===== config.mk =====
export PLATFORM = sky130hd
export DESIGN_NAME = sprite_line_fetcher
export DESIGN_NICKNAME = d
export VERILOG_FILES = /design/src/rtl/sprite_pkg.sv /design/src/rtl/sprite_line_buf.sv /design/src/rtl/sprite_line_fetcher.sv
export SDC_FILE = /design/constraint.sdc
export NUM_CORES = 1
export LEC_CHECK = 0
export CORE_AREA = 3 3 205 207
export DETAILED_ROUTE_END_ITERATION = 8
export DIE_AREA = 0 0 208 210
export PLACE_DENSITY = 0.83
export SYNTH_ARGS = -nofsm -noshare
export SYNTH_HDL_FRONTEND = slang
export SYNTH_SLANG_ARGS = --single-unit

===== constraint.sdc =====
create_clock -name clk -period 5.3 [get_ports clk]
set_input_delay 1.06 -clock clk [delete_from_list [all_inputs] [get_ports clk]]
set_output_delay 1.06 -clock clk [all_outputs]
set_load 0.05 [all_outputs]

===== src/rtl/sprite_pkg.sv =====
// Shared constants and types for the sprite line fetcher.
// Latency: n/a (declarations only).
// Backpressure: n/a.
package sprite_pkg;

    localparam int SPR_W       = 32;
    localparam int SPR_H       = 32;
    localparam int FRAME_WORDS = SPR_W * SPR_H;
    localparam int COL_W       = $clog2(SPR_W);
    localparam int ROW_W       = $clog2(SPR_H);

    localparam logic [15:0] TRANSPARENT = 16'hF81F;

    typedef logic [15:0] rgb565_t;

    typedef enum logic [1:0] {
        IDLE,
        FETCH,
        DRAIN
    } fetch_state_e;

endpackage


===== src/rtl/sprite_line_buf.sv =====
// One sprite row of RGB565 pixels: synchronous write from fetch, async read for display.
// Latency: write visible on the cycle after wr_en; read is combinational.
// Backpressure: none, the write port accepts every cycle.
module sprite_line_buf
    import sprite_pkg::*;
(
    input  logic        clk,
    input  logic        wr_en,
    input  logic [4:0]  wr_idx,
    input  logic [15:0] wr_dat,
    input  logic [4:0]  rd_idx,
    output logic [15:0] rd_dat
);

    rgb565_t mem_q [SPR_W];
    rgb565_t mem_d [SPR_W];

    // Next buffer contents: unchanged except the written entry.
    always_comb begin
        mem_d = mem_q;
        if (wr_en) begin
            mem_d[wr_idx] = wr_dat;
        end
    end

    // Buffer storage; contents are don't-care after reset so no reset here.
    always_ff @(posedge clk) begin
        mem_q <= mem_d;
    end

    assign rd_dat = mem_q[rd_idx];

endmodule


===== src/rtl/sprite_line_fetcher.sv =====
// Fetches one 32-pixel sprite row per line_start and serves per-pixel colour/hit to the VGA mux.
// Latency: fetch done SPR_W+1 cycles after line_start; pixel path is 1 cycle after draw_x.
// Backpressure: none; a new line_start aborts any fetch in progress and restarts.
module sprite_line_fetcher
    import sprite_pkg::*;
(
    input  logic        clk,
    input  logic        reset,
    input  logic        line_start,
    input  logic [9:0]  next_y,
    input  logic [9:0]  sprite_x,
    input  logic [9:0]  sprite_y,
    input  logic        sprite_en,
    input  logic        frame_sel,
    output logic [10:0] ram_address,
    output logic        ram_chipselect,
    input  logic [15:0] ram_readdata,
    input  logic [9:0]  draw_x,
    input  logic        pixel_valid,
    output logic [15:0] pix_color,
    output logic        pix_hit,
    output logic        busy
);

    fetch_state_e     state_q, state_d;
    logic [COL_W-1:0] col_q, col_d;
    logic [ROW_W-1:0] row_q, row_d;
    logic [9:0]       lx_q, lx_d;
    logic             lf_q, lf_d;
    logic             row_valid_q, row_valid_d;

    // Tracks the word whose address went out last cycle and lands this cycle.
    logic             wr_vld_q, wr_vld_d;
    logic [COL_W-1:0] wr_idx_q, wr_idx_d;

    logic             pix_hit_q, pix_hit_d;
    rgb565_t          pix_color_q, pix_color_d;

    logic [9:0]       row_full;
    logic             row_ok;
    logic [9:0]       c_full;
    logic             buf_wr_en;
    rgb565_t          buf_rd_dat;

    assign row_full = next_y - sprite_y;
    assign row_ok   = sprite_en && (row_full < 10'(SPR_H));
    assign c_full   = draw_x - lx_q;

    // A word arriving in a line_start cycle belongs to the old row, so drop it.
    assign buf_wr_en = wr_vld_q && !line_start;

    sprite_line_buf u_line_buf (
        .clk    (clk),
        .wr_en  (buf_wr_en),
        .wr_idx (wr_idx_q),
        .wr_dat (ram_readdata),
        .rd_idx (c_full[COL_W-1:0]),
        .rd_dat (buf_rd_dat)
    );

    // Fetch FSM next state; line_start overrides everything and restarts the row.
    always_comb begin
        state_d     = state_q;
        col_d       = col_q;
        row_d       = row_q;
        lx_d        = lx_q;
        lf_d        = lf_q;
        row_valid_d = row_valid_q;
        wr_vld_d    = (state_q == FETCH) && !line_start;
        wr_idx_d    = col_q;

        case (state_q)
            FETCH: begin
                if (col_q == COL_W'(SPR_W - 1)) begin
                    state_d = DRAIN;
                end else begin
                    col_d = col_q + 1'b1;
                end
            end
            DRAIN:   state_d = IDLE;
            default: state_d = IDLE;
        endcase

        if (line_start) begin
            lx_d        = sprite_x;
            lf_d        = frame_sel;
            row_d       = row_full[ROW_W-1:0];
            row_valid_d = row_ok;
            col_d       = '0;
            state_d     = row_ok ? FETCH : IDLE;
        end
    end

    // Display compare: column within the sprite, not keyed out, and buffer stable.
    always_comb begin
        pix_hit_d   = pixel_valid && row_valid_q && (state_q == IDLE) &&
                      (c_full < 10'(SPR_W)) && (buf_rd_dat != TRANSPARENT);
        pix_color_d = pix_hit_d ? buf_rd_dat : 16'h0000;
    end

    // State and pipeline registers with synchronous reset.
    always_ff @(posedge clk) begin
        if (reset) begin
            state_q     <= IDLE;
            col_q       <= '0;
            row_q       <= '0;
            lx_q        <= '0;
            lf_q        <= 1'b0;
            row_valid_q <= 1'b0;
            wr_vld_q    <= 1'b0;
            wr_idx_q    <= '0;
            pix_hit_q   <= 1'b0;
            pix_color_q <= '0;
        end else begin
            state_q     <= state_d;
            col_q       <= col_d;
            row_q       <= row_d;
            lx_q        <= lx_d;
            lf_q        <= lf_d;
            row_valid_q <= row_valid_d;
            wr_vld_q    <= wr_vld_d;
            wr_idx_q    <= wr_idx_d;
            pix_hit_q   <= pix_hit_d;
            pix_color_q <= pix_color_d;
        end
    end

    // Address = frame*FRAME_WORDS + row*SPR_W + col, which is a plain concatenation.
    assign ram_chipselect = (state_q == FETCH);
    assign ram_address    = ram_chipselect ? {lf_q, row_q, col_q} : 11'd0;
    assign busy           = (state_q != IDLE);
    assign pix_hit        = pix_hit_q;
    assign pix_color      = pix_color_q;

endmodule

Word-level counts from Yosys, hierarchy flattened
Index checks and enable logic that the tools add are counted.
{ "classes": {"n_eq_ne": 4, "n_bitwise": 4, "mux": 11, "n_addsub": 3, "n_lt_le_gt_ge": 5, "reduce_logical": 14} }
{ "op_table": {"columns": ["op", "n"], "rows": [
  ["512-bit bitwise mux", 1],
  ["16-bit binary-select mux with 5-bit select", 1],
  ["16-bit demux with 5-bit select", 1],
  ["16-bit 2-to-1 mux", 3],
  ["10-bit by 6-bit less-than comparator with 1-bit output (second input constant)", 2],
  ["10-bit subtractor", 2],
  ["16-bit inequality test (second input constant)", 1],
  ["6-bit >= comparator (second input constant)", 2],
  ["5-bit inverter with 6-bit output", 2],
  ["11-bit 2-to-1 mux", 1],
  ["1-bit logical AND", 8],
  ["6-bit by 1-bit less-than comparator with 1-bit output (second input constant)", 1],
  ["2-bit 2-to-1 mux", 3],
  ["5-bit by 1-bit adder with 5-bit output (second input constant)", 1],
  ["5-bit equality test (second input constant)", 1],
  ["2-bit OR reduction", 2],
  ["3-bit by 2-bit inequality test with 1-bit output (second input constant)", 1],
  ["2-bit by 1-bit equality test with 1-bit output (second input constant)", 1],
  ["2-bit logical NOT", 1],
  ["1-bit inverter", 2],
  ["2-bit AND reduction", 1],
  ["2-bit nonzero test", 1],
  ["1-bit logical NOT", 1],
  ["1-bit 2-to-1 mux", 1]
]} }
{ "word_totals": {"input_bits": 62, "out_inout_bits": 30, "word_cells": 83, "ff_bits": 559} }

Depth between registers and ports, before layout
Gate-level depths: netlist of the first run.
{ "depth": {"ltp_word": 9, "mapped_depth": 15, "depth_no_buf": 12} }

Hierarchy
From an unflattened synthesis of the first run, not the netlist that was laid out.
{ "unflattened": {"hier_cells": 1430, "hier_area_um2": 22900.7} }
{ "modules_own_cells": {"columns": ["mod", "area_each_um2", "seq_area_each_um2", "n_inst", "cells_per_inst"], "rows": [
  ["sprite_line_buf", 20214.4, 15374.7, 1, 1127],
  ["sprite_line_fetcher", 2686.3, 940.9, 1, 303]
]} }

Worst setup path before layout of the first run
Ideal clock, no wire load.
{ "synth_path": {"kind": "input port to flip-flop", "startpoint": "input draw_x[0]", "endpoint": "register pix_color_q[3] (netlist: pix_color[3])", "t_arrival_ns": 4.324, "required_time_ns": 5.169, "path_stages": 11, "path_slack_ns": 0.845, "cell_sequence": "inv_1 ha_1 fa_1 clkbuf_1 mux4_2 mux4_2 or4b_1 or4_1 a221oi_2 buf_6 nor3_2"} }
{ "synth_between": {"elab_chain_cells": 9, "elab_cells_between_ends": 11, "cone_classes": "1 x add/sub; 1 x order compare; 1 x eq/ne; 3 x mux; 2 x bitwise; 3 x reduce/logical"} }
{ "synth_lines": {"columns": ["item", "line", "text"], "rows": [
  ["start: declaration", "sprite_line_fetcher.sv:18", "input logic [9:0] draw_x,"],
  ["10-bit subtractor *", "sprite_line_fetcher.sv:47", "assign c_full = draw_x - lx_q;"],
  ["5-bit inverter with 6-bit output (implied by the code)", "sprite_line_buf.sv:31", "assign rd_dat = mem_q[rd_idx];"],
  ["16-bit binary-select mux with 5-bit select", "sprite_line_buf.sv:31", null],
  ["16-bit 2-to-1 mux (implied by the code) (2 in a row)", "sprite_line_buf.sv:31", null],
  ["16-bit inequality test", "sprite_line_fetcher.sv:97", "(c_full < 10'(SPR_W)) && (buf_rd_dat != TRANSPARENT);"],
  ["1-bit logical AND", "sprite_line_fetcher.sv:97", null],
  ["1-bit inverter (no line)", null, null],
  ["2-bit OR reduction (no line)", null, null],
  ["end signal: assignment", "sprite_line_fetcher.sv:124", "pix_color_q <= pix_color_d;"],
  ["end: declaration", "sprite_line_fetcher.sv:37", "rgb565_t pix_color_q, pix_color_d;"]
]} }
Every way passes the cells marked *; elsewhere a longest branch is shown, timed or not. The select of a mux whose other input is x is not followed.
A chain may end at the register's enable or synchronous reset.

Worst setup path after layout of the first run
{ "layout_path": {"startpoint": "input draw_x[0]", "endpoint": "register pix_color_q[2] (netlist: pix_color[2])"} }
Same word-level chain as after synthesis.

==> results of run 1 <==
==> cell usage in the layout (no fill, tap or decap), types with 4 or more instances in the layout <==
| cell type | synthesis | routed |
|---|---|---|
| mux2_2 | 9 | 9 |
| nor2_1 | 72 | 45 |
| buf_12 | 0 | 5 |
| clkbuf_8 | 0 | 4 |
| a21boi_0 | 4 | 4 |
| o21ai_0 | 8 | 8 |
| clkinv_1 | 0 | 8 |
| inv_1 | 29 | 29 |
| mux4_2 | 140 | 140 |
| edfxtp_1 | 512 | 512 |
| clkinv_2 | 0 | 15 |
| and2_1 | 11 | 11 |
| mux2i_1 | 45 | 45 |
| xnor2_1 | 8 | 7 |
| dfxtp_1 | 47 | 47 |
| clkbuf_1 | 19 | 6 |
| xor2_1 | 7 | 7 |
| or4_1 | 7 | 7 |
| nor2_2 | 7 | 33 |
| ha_1 | 20 | 19 |
| bufinv_16 | 0 | 8 |
| nand2b_1 | 9 | 9 |
| nand4_1 | 5 | 5 |
| a21oi_1 | 8 | 8 |
| nor2b_1 | 11 | 11 |
| buf_4 | 4 | 57 |
| clkbuf_16 | 0 | 53 |
| clkdlybuf4s50_1 | 0 | 91 |
| mux4_1 | 12 | 12 |
| nand2_1 | 18 | 18 |
==> worst max-delay path, delay by kind of cell <==
kind / cells / cell delay (ps)
adders and majority gates: 2 / 1060
muxes: 2 / 860
AOI/OAI and AO/OA: 1 / 360
and+or+nand+nor: 3 / 1080
buffers and inverters: 3 / 780
==> layer usage <==
metal / global-route usage / up-vias / routed length [µm]
met4: 0.08184 / 0 / 1840
met5: 0 / - / 0
met2: 0.3883 / 780 / 25150
li1: - / 4707 / -
met1: 0.3089 / 5833 / 18460
met3: 0.07218 / 124 / 5866
==> path summary, 6_finish.rpt <==
path               startpoint           end  slack (ps)  cells past startpoint
setup / recovery    draw_x[0]  pix_color[2]         560                     11
hold / removal    row_valid_q   row_valid_q         460                      2
setup reg to reg      lx_q[0]  pix_color[2]        1240                      9
hold reg to reg   row_valid_q   row_valid_q         460                      2
==> power groups by stage <==
stage	registers (W)	logic (W)	clock network, W
floorplan	0.00491	0.000669	0
global placement	0.00492	0.00101	0
detailed placement	0.00492	0.00103	0
CTS	0.00482	0.00104	0.00398
global route	0.00482	0.00110	0.00414
finish	0.00482	0.00104	0.00394
==> sequential cells by signal, indices dropped and copies added, names as in the netlist <==
signal	count
u_line_buf.mem_q	512
col_q	5
row_q	5
pix_hit	1
lf_q	1
wr_idx_q	5
wr_vld_q	1
state_q	2
row_valid_q	1
pix_color	16
lx_q	10
==> cell type report <==
class,count,area [µm²]
antenna,1,2.502
timing repair buffer,153,1439
clock inverter,37,426.7
fill,2609,14550
clock buffer,63,1404
inverter,29,108.9
tap,532,665.6
multi-input combinational,445,5642
sequential,559,16320
==> cells by family (layout without fill, tap and decap cells) <==
| family | Yosys count | in the layout | share of synthesized area |
|---|---|---|---|
| and+or+nand+nor | 169 | 169 | 0.03917 |
| xor gates and xnor gates | 16 | 16 | 0.007158 |
| DFF | 559 | 559 | 0.7349 |
| other | 0 | 1 | 0 |
| adders and majority gates | 22 | 22 | 0.01308 |
| muxes | 206 | 206 | 0.1811 |
| AOI/OAI and AO/OA | 32 | 32 | 0.009130 |
| buffers and inverters | 76 | 282 | 0.01544 |
==> stage by stage <==
stage          cells  cell area (µm²)  hold WS [ps]  setup TNS [ps]
6_report        1819            26000         456.2               0
5_1_grt         1819            26000         488.9               0
4_1_cts         1818            26000         463.3               0
3_5_place_dp    1718            24170         454.3          -259.8
3_3_place_gp    1718            24170         436.2          -50.23
2_1_floorplan   1080            22200         422.7               0
==> impl_metrics.env, run 1 <==
export IMPL_postCtsSetupRepairBufs=0
export IMPL_yosysTopAreaCellShare=0.6926
export IMPL_grt_max_degree=55
export IMPL_synth_top_cells_by_count="edfxtp_1 (512), mux4_2 (140), nor2_1 (72)"
export IMPL_start_util=0.5474
export IMPL_min_path_type="reg2reg"
export IMPL_syn_area_um2=22200
export IMPL_place_ws_ps=-63.24
export IMPL_syn_inst=1080
export IMPL_fmax_ghz=0.2110
export IMPL_synth_area_leader_cell="edfxtp_1"
export IMPL_slew_headroom=0.09387
export IMPL_die_w_um=208
export IMPL_switching_power_w=0.002183
export IMPL_cts_tree="yes"
export IMPL_outcome="finished, final reports clean"
export IMPL_p_clk_frac=0.402
export IMPL_hpwl_um=31000
export IMPL_cts_resized=0
export IMPL_ant_nets=0
export IMPL_worstSetupPathType="in2reg"
export IMPL_die_area_um2=43680
export IMPL_gr_total_overflow=0
export IMPL_period_share=0.8944
export IMPL_via_per_inst=6.291
export IMPL_clock_path_buffers=3
export IMPL_cts_sinks=559
export IMPL_final_hold_viol_count=0
export IMPL_grt_antenna_before_repair=1
export IMPL_max_cap_violations=0
export IMPL_p_total_w=0.009803
export IMPL_power_frac_seq=0.492
export IMPL_post_synth_top_count_cell="edfxtp_1"
export IMPL_cts_max_level=2
export IMPL_first_pass_iters=5
export IMPL_grt_pass1_vias=11730
export IMPL_crit_fanout=12
export IMPL_die_y_um=210
export IMPL_synth_fp_nets=1164
export IMPL_worstPathArrival_ps=5200
export IMPL_setup_ws_ps=559.9
export IMPL_fin_util=0.6412
export IMPL_core_area_um2=40550
export IMPL_p_leak_nw=8.590
export IMPL_ys_top_cells_by_area="edfxtp_1 (69%), mux4_2 (14%), dfxtp_1 (4.2%)"
export IMPL_worst_path_largest_cell_delay_ps=900
export IMPL_root_buffer="clkbuf_16"
export IMPL_fin_nets=1325
export IMPL_drive_gt1_frac=0.2675
export IMPL_p_sw_frac=0.2227
export IMPL_clk_pin_slew_ps=60
export IMPL_clock_latency_ps=620
export IMPL_syn_to_final_growth_pct=17.13
export IMPL_start_kind="input pin"
export IMPL_synth_seq_area_share=0.7349
export IMPL_synth_seq_cells=559
export IMPL_drt_total_wl_um=51320
export IMPL_place_congestion=0.8088
export IMPL_grt_usage=0.2372
export IMPL_row_count=74
export IMPL_grt_setup_unrepaired="no"
export IMPL_ys_warn_count=0
export IMPL_synthFlopType="edfxtp_1"
export IMPL_p_int_w=0.007620
export IMPL_drt_iter0_markers=1339
export IMPL_vias=11440
export IMPL_io_pins=92
export IMPL_numCtsBuffers=53
export IMPL_power_density_nw_per_um2=377.0
export IMPL_wl_per_cell_um=28.21
export IMPL_min_period_ps=4740
export IMPL_crit_required_ps=5760
export IMPL_port_buffers=91
export IMPL_async_flop_share=0
export IMPL_syn_area_per_cell_um2=20.56
export IMPL_finalClockSkew_ps=45.52
export IMPL_grt_pass1_wl_um=76040
export IMPL_irDropWorstVdd_uv=264.8
export IMPL_slew_viol_final=0
export IMPL_setup_violations_final=0
export IMPL_endpoint_kind="flop"
export IMPL_drc=0
export IMPL_crit_chain="clkdlybuf4s50_1 -> inv_1 -> ha_4 -> fa_4 -> mux4_1 -> mux4_2 -> or4b_1 -> or4_1 -> a221oi_2 -> buf_4 -> nor3_1"
export IMPL_comb_power_share=0.106
export IMPL_tightest_slew_ps=1355
export IMPL_hold_buffers=0
export IMPL_synth_edf_count=512
export IMPL_yosysUniqueCellTypes=48
export IMPL_crit_slowest_cell="fa_4"
Note: power is estimated with default switching activity, not from simulation.
==> run 2, diff against run 1 <==
CAP_MARGIN = 20   (was not set)
SLEW_MARGIN = 25   (was not set)
==> impl_metrics.env, run 2 (synthesized netlist as in run 1, its figures left out) <==
export IMPL_dr_wl_met2_um=25170
export IMPL_outcome="finished, final reports clean"
export IMPL_drive_gt1_frac=0.2770
export IMPL_path_buf_inv=5
export IMPL_die_w_um=208
export IMPL_fin_util=0.6359
export IMPL_postCtsSetupRepairBufs=0
export IMPL_placed_cell_area_um2=24180
export IMPL_grt_pass1_wl_um=75820
export IMPL_clock_path_buffers=3
export IMPL_final_instance_count_excl_fill=1818
export IMPL_drt_total_wl_um=50980
export IMPL_crit_required_ps=5740
export IMPL_gr_total_overflow=0
export IMPL_fin_nets=1325
export IMPL_fmax_ghz=0.2086
export IMPL_cts_tree="yes"
export IMPL_whs_ps=457.8
export IMPL_fillerInstances=2624
export IMPL_die_area_um2=43680
export IMPL_worstPathArrival_ps=5240
export IMPL_start_kind="input pin"
export IMPL_first_pass_iters=5
export IMPL_grt_pass1_vias=11830
export IMPL_cts_resized=0
export IMPL_core_area_um2=40550
export IMPL_regArea_um2=16320
export IMPL_grt_antenna_before_repair=2
export IMPL_numCtsBuffers=53
export IMPL_multiInputGateArea_um2=5668
export IMPL_hpwl_um=31270
export IMPL_regMostFlops="u_line_buf.mem_q"
export IMPL_final_hold_viol_count=0
export IMPL_slew_headroom=0.3693
export IMPL_period_share=0.9045
export IMPL_via_per_inst=6.289
export IMPL_slew_viol_final=0
export IMPL_cts_max_level=2
export IMPL_clk_pin_slew_ps=60
export IMPL_clock_latency_ps=580
export IMPL_cts_sinks=559
export IMPL_hold_buffers=0
export IMPL_max_cap_violations=0
export IMPL_tns_ps=0
export IMPL_layout_common_cells="edfxtp_1 (512), mux4_2 (140), clkdlybuf4s50_1 (75), buf_4 (57), clkbuf_16 (54)"
export IMPL_grt_setup_unrepaired="no"
export IMPL_worstSetupPathType="in2reg"
export IMPL_layout_commonest_cell="edfxtp_1"
export IMPL_place_congestion=0.8088
export IMPL_setup_violations_final=0
export IMPL_grt_usage=0.2349
export IMPL_worst_path_largest_cell_delay_ps=890
export IMPL_ant_nets=0
export IMPL_largest_register_ffs=512
export IMPL_min_path_type="reg2reg"
export IMPL_port_buffers=91
export IMPL_wl_per_cell_um=28.04
export IMPL_start_util=0.5474
export IMPL_design_area_um2=25790
export IMPL_vias=11430
export IMPL_io_pins=92
export IMPL_wirelength_met1_um=18690
export IMPL_tightest_slew_ps=942.6
export IMPL_top_layer="met5"
export IMPL_placedCellCount=1718
export IMPL_drc=0
export IMPL_power_density_nw_per_um2=367.3
export IMPL_row_count=74
export IMPL_crit_fanout=26
export IMPL_drt_iter0_markers=1346
export IMPL_crit_family="buffers and inverters"
export IMPL_finalClockSkew_ps=16.09
export IMPL_crit_slowest_cell="fa_4"
export IMPL_die_y_um=210
export IMPL_syn_to_final_growth_pct=16.17
export IMPL_dr_wl_met3_um=5459
export IMPL_p_leak_nw=8.513
export IMPL_endpoint_kind="flop"
export IMPL_crit_chain="clkdlybuf4s50_1 -> inv_1 -> ha_4 -> fa_4 -> buf_12 -> mux4_2 -> mux4_2 -> nor4b_1 -> buf_4 -> nand4_1 -> a221oi_2 -> buf_4 -> nor3_1"
export IMPL_irDropWorstVdd_uv=262.6
export IMPL_root_buffer="clkbuf_16"
export IMPL_grt_max_degree=55
export IMPL_min_period_ps=4794
## run 2: cell count changes in the layout (fill, tap and decap cells not counted), sizes merged
cell	delta
clkbuf	+12
bufinv	-6
clkdlybuf4s50	-16
clkinv	-6
inv	-2
clkinvlp	+1
buf	+16
## run 2: metal layers
metal  global-route usage  vias up
met2               0.3803      731
li1                     -     4706
met3              0.05745      120
met4              0.08742        2
met5                    0        -
met1               0.3169     5874
## run 2: area by class of cell
| cell class | instances | area share |
|---|---|---|
| clock buffers | 75 | 0.05739 |
| clock inverters | 24 | 0.007374 |
| inverters | 29 | 0.004221 |
| well taps | 532 | 0.02581 |
| diodes | 1 | 0.00009703 |
| multi-input cells | 445 | 0.2198 |
| flip-flops and latches | 559 | 0.6326 |
| repair buffers | 153 | 0.05269 |
## run 2: power breakdown
part	internal (W)	switching [W]
sequential	0.00482	0.00000504
combinational	0.000503	0.000535
clock	0.00205	0.00157
total	0.00737	0.00211
## run 2: path summary, 6_finish.rpt
| kind | slack (ps) | start | end | depth (start not counted) |
|---|---|---|---|---|
| setup / recovery | 510 | draw_x[0] | pix_color[2] | 13 |
| hold / removal | 460 | row_valid_q | row_valid_q | 2 |
| setup reg to reg | 1200 | lx_q[0] | pix_color[2] | 11 |
| hold reg to reg | 460 | row_valid_q | row_valid_q | 2 |
## run 2: through the flow
| step | power, W | setup WS (ps) |
|---|---|---|
| floorplan | 0.005583 | 844.7 |
| global placement | 0.005924 | -26.47 |
| detailed placement | 0.005951 | -41.41 |
| CTS | 0.009523 | 502.2 |
| global route | 0.009739 | 377.3 |
| finish | 0.009472 | 506.0 |
## run 2: tightest hold or removal path: stages (launching register included)
cell	delay, ps
dfxtp_1	310
nand2_1	50
nand2_1	50
